## config.mk

```make
export PLATFORM = sky130hd
export DESIGN_NAME = ckp_gen
export DESIGN_NICKNAME = d
export VERILOG_FILES = /design/src/rtl/ckp_gen.sv
export SDC_FILE = /design/constraint.sdc
export NUM_CORES = 1
export LEC_CHECK = 0
export ABC_AREA = 0
export ABC_CLOCK_PERIOD_IN_PS = 4000
export BUFFER_PORTS_ARGS = -buffer_cell sky130_fd_sc_hd__buf_2
export CORE_AREA = 2 2 136 72
export CTS_CLUSTER_DIAMETER = 150
export DETAILED_ROUTE_END_ITERATION = 10
export DIE_AREA = 0 0 138 74
export GPL_TIMING_DRIVEN = 0
export HOLD_SLACK_MARGIN = 0.03
export SYNTH_ARGS = -nofsm -noshare
export SYNTH_HDL_FRONTEND = slang
export SYNTH_SLANG_ARGS = --single-unit
```

## constraint.sdc

```tcl
create_clock -name clk -period 4 [get_ports clk]
set_clock_uncertainty 0.15 [all_clocks]
set_input_delay 0.4 -clock clk [delete_from_list [all_inputs] [get_ports clk]]
set_output_delay 0.4 -clock clk [all_outputs]
set_load 0.01 [all_outputs]
```

## src/rtl/ckp_gen.sv

```systemverilog
// ckp_gen: 60-2 crank wheel (cap) and cam phase generator for HIL stimulus.
// Optional feature macro: CKP_GEN_CAM_EN builds the cam toggle flop.
module ckp_gen #(
    parameter int TOOTH_TOTAL   = 60,
    parameter int TOOTH_MISSING = 2,
    parameter int PERIOD_WIDTH  = 24,
    parameter int TCNT_WIDTH    = 6
) (
    input  logic                    clk,
    input  logic                    rst,
    input  logic                    ena,
    input  logic [PERIOD_WIDTH-1:0] period,
    output logic                    cap,
    output logic                    cam,
    output logic [TCNT_WIDTH-1:0]   tooth,
    output logic                    rev_strobe,
    output logic                    busy
);

    localparam logic [0:0] S_IDLE = 1'b0;
    localparam logic [0:0] S_RUN  = 1'b1;

    localparam logic [TCNT_WIDTH-1:0] LAST_TOOTH =
        TCNT_WIDTH'(TOOTH_TOTAL - 1);
    localparam logic [TCNT_WIDTH-1:0] REAL_LIM =
        TCNT_WIDTH'(TOOTH_TOTAL - TOOTH_MISSING);
    localparam logic [TCNT_WIDTH-1:0] T_ONE = TCNT_WIDTH'(1);
    localparam logic [PERIOD_WIDTH-1:0] P_MIN = PERIOD_WIDTH'(4);
    localparam logic [PERIOD_WIDTH-1:0] P_ONE = PERIOD_WIDTH'(1);

    logic [0:0]              state_q, state_d;
    logic [PERIOD_WIDTH-1:0] plen_q, plen_d;
    logic [PERIOD_WIDTH-1:0] pcnt_q, pcnt_d;
    logic [TCNT_WIDTH-1:0]   tooth_q, tooth_d;
    logic                    cap_q, cap_d;
    logic                    rev_q, rev_d;

    logic [PERIOD_WIDTH-1:0] p_clamped;
    logic [PERIOD_WIDTH-1:0] half;
    logic                    slot_end;
    logic                    cam_set;
    logic                    cam_clr;
    logic                    cam_flip;

    assign p_clamped = (period < P_MIN) ? P_MIN : period;
    assign half      = plen_q >> 1;
    assign slot_end  = (pcnt_q == (plen_q - P_ONE));

    // Next-state: outputs are precomputed so every port is a flop output.
    always_comb begin
        state_d  = state_q;
        plen_d   = plen_q;
        pcnt_d   = pcnt_q;
        tooth_d  = tooth_q;
        cap_d    = cap_q;
        rev_d    = 1'b0;
        cam_set  = 1'b0;
        cam_clr  = 1'b0;
        cam_flip = 1'b0;
        case (state_q)
            S_IDLE: begin
                pcnt_d  = '0;
                tooth_d = '0;
                cap_d   = 1'b0;
                if (ena) begin
                    state_d = S_RUN;
                    plen_d  = p_clamped;
                    cap_d   = 1'b1;
                    rev_d   = 1'b1;
                    cam_set = 1'b1;
                end
            end
            S_RUN: begin
                if (!slot_end) begin
                    pcnt_d = pcnt_q + P_ONE;
                    cap_d  = (tooth_q < REAL_LIM) && (pcnt_d < half);
                end else if (!ena) begin
                    state_d = S_IDLE;
                    pcnt_d  = '0;
                    tooth_d = '0;
                    cap_d   = 1'b0;
                    cam_clr = 1'b1;
                end else begin
                    pcnt_d   = '0;
                    plen_d   = p_clamped;
                    tooth_d  = (tooth_q == LAST_TOOTH) ? '0
                                                       : tooth_q + T_ONE;
                    // Clamped period keeps half >= 2, so slot start is high.
                    cap_d    = (tooth_d < REAL_LIM);
                    rev_d    = (tooth_d == '0);
                    cam_flip = (tooth_d == '0);
                end
            end
            default: state_d = S_IDLE;
        endcase
    end

    // State and output registers with synchronous active-low reset.
    always_ff @(posedge clk) begin
        if (!rst) begin
            state_q <= S_IDLE;
            plen_q  <= P_MIN;
            pcnt_q  <= '0;
            tooth_q <= '0;
            cap_q   <= 1'b0;
            rev_q   <= 1'b0;
        end else begin
            state_q <= state_d;
            plen_q  <= plen_d;
            pcnt_q  <= pcnt_d;
            tooth_q <= tooth_d;
            cap_q   <= cap_d;
            rev_q   <= rev_d;
        end
    end

`ifdef CKP_GEN_CAM_EN
    logic cam_q;

    // Cam starts high on RUN entry and flips at each later slot-0 start.
    always_ff @(posedge clk) begin
        if (!rst) begin
            cam_q <= 1'b0;
        end else if (cam_set) begin
            cam_q <= 1'b1;
        end else if (cam_clr) begin
            cam_q <= 1'b0;
        end else if (cam_flip) begin
            cam_q <= ~cam_q;
        end
    end

    assign cam = cam_q;
`else
    logic unused_cam;
    assign unused_cam = ^{cam_set, cam_clr, cam_flip};
    assign cam        = 1'b0;
`endif

    assign cap        = cap_q;
    assign tooth      = tooth_q;
    assign rev_strobe = rev_q;
    assign busy       = (state_q == S_RUN);

endmodule

```

After elaboration in Yosys (flattened, before gate mapping)
Index checks and enable logic that the tools add are counted.

cells by class
  $add $sub $neg = 3
  $mul = 0
  div/mod/pow operators = 0
  magnitude comparators = 4
  equality and inequality tests = 3
  shifts and indexed selects = 0
  mux-type cells = 19
  bitwise logic cells = 1
  reductions and logical operators = 2

operators by type and width
  operator                                                     number
  2-to-1 mux 24 bit                                            4
  case mux 24 bit (2 select lines)                             2
  adder 24 x 1 -> 24 bit, second input constant                1
  equality test 24 bit                                         1
  less-than comparator 24 x 23 -> 1 bit                        1
  less-than comparator 24 x 3 -> 1 bit, second input constant  1
  subtractor 24 x 1 -> 24 bit, second input constant           1
  2-to-1 mux 6 bit                                             3
  less-than comparator 6 bit, second input constant            2
  case mux 6 bit (2 select lines)                              1
  adder 6 x 1 -> 6 bit, second input constant                  1
  equality test 6 bit, second input constant                   1
  logical NOT 6 bit                                            1
  2-to-1 mux 1 bit                                             6
  case mux 1 bit (2 select lines)                              3
  != test 2 x 1 -> 1 bit, second input constant                1
  logical AND 1 bit                                            1
  inverter 1 bit                                               1

storage, ports and cells
  flip-flop bits (word level) = 57
  bits in latches = 0
  memory bits (writable) = 0
  bits in read-only memories = 0
  input bits = 27
  output and inout port bits = 10
  word-level logic and storage cells = 38
  memories kept = 0

Longest topological paths before layout
Gate-level depths: netlist of run 1.

  depth in word-level cells = 6
  gate-level depth with buffers = 15
  mapped depth without buffers = 15

Worst setup path after synthesis of run 1
Ideal clock, no wire load.

  path kind = reg2reg
  start = register plen_q[0]
  end = register plen_q[10]
  library setup time = 0.072 ns
  arrival time = 3.030 ns
  required time = 3.778 ns
  slack = 0.748 ns
  stages on the path, launching flop included = 14
  path buffers = 2
  clock period less this slack = 3.252 ns
  path through = dfxtp_1 inv_1 ha_1 or4b_1 buf_2 a311oi_1 a21oi_1 or4_1 nor3_1 and4_1 nand3_4 a21boi_4 buf_8 mux2i_1

on the way
  cells in the longest elaborated chain, start to end = 3

RTL lines
  item                              RTL line  RTL
  start, declared                   32        logic [PERIOD_WIDTH-1:0] plen_q, plen_d;
  start signal, assigned            109       plen_q <= plen_d;
  subtractor 24 x 1 -> 24 bit       47        assign slot_end = (pcnt_q == (plen_q - P_ONE));
  equality test 24 bit              47
  != test 2 x 1 -> 1 bit (no line)  -

No other way between the ends.
A chain may end at the register's enable or synchronous reset.

Worst setup path after layout of run 1
  start = register pcnt_q[0]
  end = register cap_q (netlist: cap)

on the way
  cells in the longest elaborated chain, start to end = 5
  elaborated cells on any way between the ends = 6
  those cells by class = add/sub (1); order compare (1); eq/ne (1); mux (2); reduce/logical (1)

RTL lines
  item                                   RTL line  RTL
  start, declared                        33        logic [PERIOD_WIDTH-1:0] pcnt_q, pcnt_d;
  start signal, assigned                 110       pcnt_q <= pcnt_d;
  adder 24 x 1 -> 24 bit                 75        pcnt_d = pcnt_q + P_ONE;
  less-than comparator 24 x 23 -> 1 bit  76        cap_d = (tooth_q < REAL_LIM) && (pcnt_d < half);
  logical AND 1 bit                      76
  2-to-1 mux 1 bit *                     74        if (!slot_end) begin
  case mux 1 bit (2 select lines) *      60        case (state_q)
  end signal, assigned                   112       cap_q <= cap_d;
  end, declared                          35        logic cap_q, cap_d;

Mark *: on every way between the ends. The rest lies on a longest branch, timed or not.

==> results of run 1 <==
state kept, by name, indices dropped and copies added (netlist names):
register,flops
tooth,6
busy,1
plen_q,24
pcnt_q,24
cap,1
rev_strobe,1
power by group through the flow:
stage	Sequential (mW)	Combinational [mW]	Clock [mW]
final	0.616	0.232	0.714
after global routing	0.618	0.256	0.746
after CTS	0.614	0.226	0.730
after detailed placement	0.627	0.224	0
after global placement	0.626	0.221	0
after floorplan	0.617	0.163	0
critical path: cells and delay by family, from the launching register on:
kind	cells	cell delay [ns]
DFF	1	0.44
and+or+nand+nor	5	1.68
xor gates and xnor gates	1	0.27
muxes	1	0.16
AOI/OAI and AO/OA	3	0.78
adders and majority gates	1	0.29
metal layers:
metal	part of all wire, %	vias up
met5	0	-
met4	0.75	0
met3	8.2	8
met2	34	120
met1	57	1681
li1	-	1801
synthesized netlist by cell type (3+ instances only):
cell	count
and2_1	3
nand4_1	10
or3_1	6
mux2i_1	22
inv_1	34
or2_0	3
a2111oi_0	3
a31oi_1	4
dfxtp_1	57
nand2_1	66
xnor2_1	31
o211ai_1	3
nor2b_1	23
xor2_1	22
or2_2	3
a31o_2	3
or4_1	4
a211o_1	3
a21oi_1	17
and4_1	3
nand3_1	18
nor3_1	18
nor4b_1	4
nor2_1	23
ha_1	26
a21o_1	3
o21ai_0	11
buf_2	5
nor4_1	11
and3_1	5
clkbuf_1	10
final cells by class:
| type | count | area, um2 |
|---|---|---|
| inverter | 34 | 127.6 |
| buffer | 20 | 115.1 |
| clock inverter | 7 | 53.80 |
| fill | 894 | 4506 |
| timing repair buffer | 33 | 165.2 |
| multi-input combinational | 376 | 2586 |
| tap | 121 | 151.4 |
| sequential | 57 | 1141 |
| clock buffer | 9 | 225.2 |
through the flow:
step | utilization (%) | power, mW
after floorplan | - | 0.7802
after global placement | 46.99 | 0.8471
after detailed placement | 46.99 | 0.8511
after CTS | 50.07 | 1.570
after global routing | 50.33 | 1.620
final | 50.33 | 1.563
repair_timing:
action / CTS / global route
gates resized for setup: 0 / 5
endpoints found under the hold margin: 0 / 0
endpoints found under the setup margin: 0 / 42
logic make-up after synthesis:
family	count (synthesis)	synth area share, %
fa+ha+maj	26	8.243
simple gates	208	27.52
buf+inv	54	6.151
xor+xnor	53	11.76
mux	23	5.866
flops	57	28.92
other cells	1	0.09503
compound gates	65	11.45
worst min-delay path by stage:
stage	endpoint	slack, ns	depth (start not counted)
floorplan	pcnt_q[0]	0.31	1
global placement	pcnt_q[0]	0.34	1
detailed placement	plen_q[23]	0.35	2
CTS	plen_q[0]	0.13	2
global route	plen_q[0]	0.13	2
finish	plen_q[0]	0.13	2
==> metrics, run 1 <==
status=finished clean; Hold Path Class=in -> reg; Synth Instances=between 400 and 500; Num CTS Buffers=9; DR vias/cell=about 5.5; most frequent cells in the layout=nand2_1 (66), dfxtp_1 (57), buf_2 (38); Post-DRT Antenna Nets=0; Yosys top cell area share=between 20% and 30%; pin count of the biggest net entering global routing=13; row count=25; Post-CTS Setup Bufs=0; Worst VDD drop=202.6 uV; final slew viol count=0; Non-Filler Instances=roughly 660; Antenna Cells=0; most common cell after layout, fill and taps aside=nand2_1; syn nets=540; Post-synth ARST share=0%; met3 usage=6.761%; Worst Path Required=around 4 ns; vias in the first global route=between 3000 and 4000; R2R Path Start=pcnt_q[0]; setup_tns=0 ns; Vert. Die Dim=about 74 um; DP Wirelength=roughly 9 mm; initial antenna violation count=0; crit path from=pcnt_q[0]; Worst Path Arrival=3.96 ns; worst slew pin tran=0.7484 ns; M1 GR Usage=a little over a third; Synth Area per Inst=roughly 8.1 um2; relative slew slack=~50%; Yosys cell types=slightly below 60; Crit path largest cell delay=between 0.5 and 0.6 ns; Reg power frac=around two fifths; Final WS setup=0.1555 ns; Sw Pwr=0.4557 mW; die area=roughly 10000 um2; DRC violations left=0; Setup crit end kind=register; Synth Warn #=0; CTS Sinks=between 50 and 60; Top FF cell, synth=dfxtp_1; Port Buffer Count=33; clk slew on worst S/H paths=approximately 0.050 ns; gr usage total=22.55%; switching portion of total power=between 20 and 30%; Yosys reg bits=between 50 and 60; share of cells above drive strength 1=approximately 14%; grt ovf=0; mapped cell area=3946 um2; endpoints failing hold=0; power per cell area=approximately 340 nW/um2; CTS tree=built; Final Wtd Congestion=around 0.90; 1st-pass router iterations=5; crit path cell chain=and3_1, nand3_1, or2_2, nor3_1, xor2_1, ha_1, a21o_1, a211o_1, nor4b_1, o311ai_0, mux2i_1; synthesis-to-layout area growth=15.69%; core area=slightly above 9000 um2; first-pass GRT wire length=17.69 mm; power share of the combinational group=between 10% and 20%; placed insts=641; die width=about 140 um; number of synthesized flops with an enable pin=0; RSZ-0062 raised after global routing=false; post-route cell area=roughly 4600 um2; fmax=roughly 0.26 GHz; CTS HTree Levels=3; met2 usage=roughly 28%; crit start category=register; Wirelength per Cell=roughly 17 um; CP endpoint=cap; min cycle time layout=3.845 ns; WHS=~0.13 ns; I/O Pins=37; Int Pwr=between 1 and 1.5 mW; Max Cap Violations=0; register area share after synthesis=between 20 and 30%; Worst Reg2Reg Path Length in Cells=11; Setup CP Type=reg -> reg; clock latency on the worst-skew pair=0.34 ns; pre-CTS WS=roughly 0.16 ns; WL final=around 11 mm; Vias=roughly 3600; largest cells by area after synthesis=dfxtp_1 (29%), ha_1 (8.2%), xnor2_1 (6.9%), nand2_1 (6.3%), mux2i_1 (5.6%); Final nets=just under 600; Initial DRC Count=361; CP max FO=6; Initial Utilization=43.50%; hold wc startpoint=period[0]; Tcrit/Tclk final=between 90 and 100%; Max Root-Sink Buffers=2; r2r endpoint=cap; Final setup viols=0; placed inst area=4263 um2; GRT busiest layer=met1; Leakage=1.883 nW; clock network power share=a little under half; Critical Path Slowest Stage Cell=nor3_1; cell taking the most area after synthesis=dfxtp_1; root buffer cell=clkbuf_16; r2r setup slk=~0.16 ns; # hold bufs at CTS=0
Note: power is estimated with default switching activity, not from simulation.
==> run 2: changes to the inputs <==
--- a/config.mk
+++ b/config.mk
@@ -14,6 +14,7 @@
 export DIE_AREA = 0 0 138 74
 export GPL_TIMING_DRIVEN = 0
 export HOLD_SLACK_MARGIN = 0.03
+export PLACE_DENSITY_LB_ADDON = 0.3
 export SYNTH_ARGS = -nofsm -noshare
 export SYNTH_HDL_FRONTEND = slang
 export SYNTH_SLANG_ARGS = --single-unit
==> run 2 against run 1 <==
Non-clock buffer count up 1. Cell area up 1.2%. Critical path depth up 1. Critical path type unchanged. Largest cell class unchanged. Largest power group unchanged.
==> metrics, run 2 (same netlist as run 1, synthesis figures left out) <==
r2r endpoint=plen_q[0] (was cap); Setup CP Type=reg -> reg (unchanged); status=finished clean (unchanged); switching portion of total power=25.95% (was 29.16%); root buffer cell=clkbuf_16 (unchanged); Worst Path Required=4.07 ns (was 4.12 ns); Leakage=1.918 nW (was 1.883 nW); crit start category=register (unchanged); Post-Route Utilization=50.91% (was 50.33%); DP Wirelength=8.620 mm (was 8.898 mm); die area=10210 um2 (unchanged); min cycle time layout=3.839 ns (was 3.845 ns); Storage cell area=1141 um2 (unchanged); Sw Pwr=0.4377 mW (was 0.4557 mW); most common cell after layout, fill and taps aside=nand2_1 (unchanged); synthesis-to-layout area growth=17.03% (was 15.69%); share of cells above drive strength 1=13.97% (was 14.18%); vias in the first global route=3278 (was 3286); clk slew on worst S/H paths=0.05 ns (about the same); Max Cap Violations=0 (unchanged); fmax=0.2605 GHz (was 0.2601 GHz); Antenna Cells=0 (unchanged); CP endpoint=plen_q[0] (was cap); final slew viol count=0 (unchanged); DRC violations left=0 (unchanged); clock latency on the worst-skew pair=0.34 ns (about the same); Initial Utilization=43.50% (unchanged); relative slew slack=47.67% (was 49.65%); 1st-pass router iterations=5 (unchanged); Non-Filler Instances=658 (was 657); clock network power share=49.6% (was 45.7%); worst slew pin tran=0.7777 ns (was 0.7484 ns); I/O Pins=37 (unchanged); r2r setup slk=0.16 ns (about the same); most frequent cells in the layout=nand2_1 (66), dfxtp_1 (57), buf_2 (38) (unchanged); # hold bufs at CTS=0 (unchanged); Worst Reg2Reg Path Length in Cells=12 (was 11); first-pass GRT wire length=17.38 mm (was 17.69 mm); gr usage total=22.22% (was 22.55%); Hold Path Class=in -> reg (unchanged); Vias=3664 (was 3610); Final WS setup=0.1610 ns (was 0.1555 ns); post-route cell area=4618 um2 (was 4566 um2); Worst Path Arrival=3.91 ns (was 3.96 ns); Max Root-Sink Buffers=2 (unchanged); die width=138 um (unchanged); Setup crit end kind=register (unchanged); Layout fillers=885 (was 894); Final setup viols=0 (unchanged); Reg power frac=36.6% (was 39.4%); WL final=10.68 mm (was 11.01 mm); R2R Path Start=plen_q[0] (was pcnt_q[0]); Post-DRT Antenna Nets=0 (unchanged); row count=25 (unchanged); power share of the combinational group=13.8% (was 14.9%); endpoints failing hold=0 (unchanged); Num CTS Buffers=9 (unchanged); CTS tree=built (unchanged); CTS Sinks=57 (unchanged); total power=1.687 mW (was 1.563 mW); Final nets=585 (was 584); Final Wtd Congestion=0.9221 (was 0.9049); CP max FO=7 (was 6); grt ovf=0 (unchanged); pre-CTS WS=0.1409 ns (was 0.1596 ns); DR vias/cell=5.568 (was 5.495); Port Buffer Count=33 (unchanged); pin count of the biggest net entering global routing=12 (was 13); placed insts=641 (unchanged); Wirelength per Cell=16.23 um (was 16.76 um); core area=9071 um2 (unchanged); initial antenna violation count=0 (unchanged); power per cell area=365.2 nW/um2 (was 342.3 nW/um2); placed inst area=4263 um2 (unchanged); Initial DRC Count=500 (was 361); Worst VDD drop=201.2 uV (was 202.6 uV); crit path from=plen_q[0] (was pcnt_q[0]); CTS HTree Levels=3 (unchanged); Vert. Die Dim=74 um (unchanged); Tcrit/Tclk final=95.98% (was 96.11%); Int Pwr=1.249 mW (was 1.107 mW); area occupied by multi-input gates=2581 um2 (was 2586 um2)
[run 2: power groups by stage]
stage | sequential [mW] | combinational, mW | clock (mW)
3_5_place_dp | 0.627 | 0.225 | 0
3_3_place_gp | 0.626 | 0.220 | 0
5_1_grt | 0.619 | 0.256 | 0.878
4_1_cts | 0.615 | 0.226 | 0.853
2_1_floorplan | 0.617 | 0.163 | 0
6_report | 0.617 | 0.233 | 0.837
[run 2: worst max-delay path: stages, from the launching register on]
cell and delay [ns]:
dfxtp_1 0.36, inv_1 0.08, ha_1 0.25, or4b_1 0.44, buf_2 0.18, a311oi_1 0.28, a21oi_1 0.14, or4_1 0.60
nor3_1 0.14, and4_1 0.29, a31o_2 0.31, o21ai_1 0.21, a22o_1 0.28
[run 2: area by class of cell]
cell class / count / area share (%)
multi-input combinational: 376 / 55.89
sequential: 57 / 24.71
clock buffer: 10 / 5.175
timing repair buffer: 34 / 3.739
tap: 121 / 3.278
inverter: 34 / 2.763
buffer: 20 / 2.493
clock inverter: 6 / 1.951
[run 2: worst min path at each step]
stage / from / endpoint / slack, ns / cells past startpoint
after floorplan: pcnt_q[0] / pcnt_q[0] / 0.31 / 1
after global placement: plen_q[23] / plen_q[23] / 0.34 / 2
after detailed placement: plen_q[23] / plen_q[23] / 0.34 / 2
after CTS: period[0] / plen_q[0] / 0.13 / 2
after global routing: period[0] / plen_q[0] / 0.13 / 2
final: period[0] / plen_q[0] / 0.14 / 2
[run 2: repair_timing]
item / CTS / global route
gates resized for setup: 0 / 3
buffers inserted: 0 / 1
endpoints found under the setup margin: 0 / 48
[run 2: metal layers]
metal  share of wire [%]  routed length, um  global-route usage, %  vias to the layer above
li1                    -                  -                      -                     1789
met1                  55               5891                  35.43                     1706
met2                  33               3531                  27.34                      158
met3                  11               1129                  6.825                       11
met4                 1.2                128                  6.463                        0
met5                   0                  0                      0                        -
[run 2: stage by stage]
stage               setup TNS, ns  hold WS, ns
global placement                0       0.3362
floorplan                       0       0.3082
finish                          0       0.1394
CTS                             0       0.1315
detailed placement              0       0.3429
global route             -0.04021       0.1311
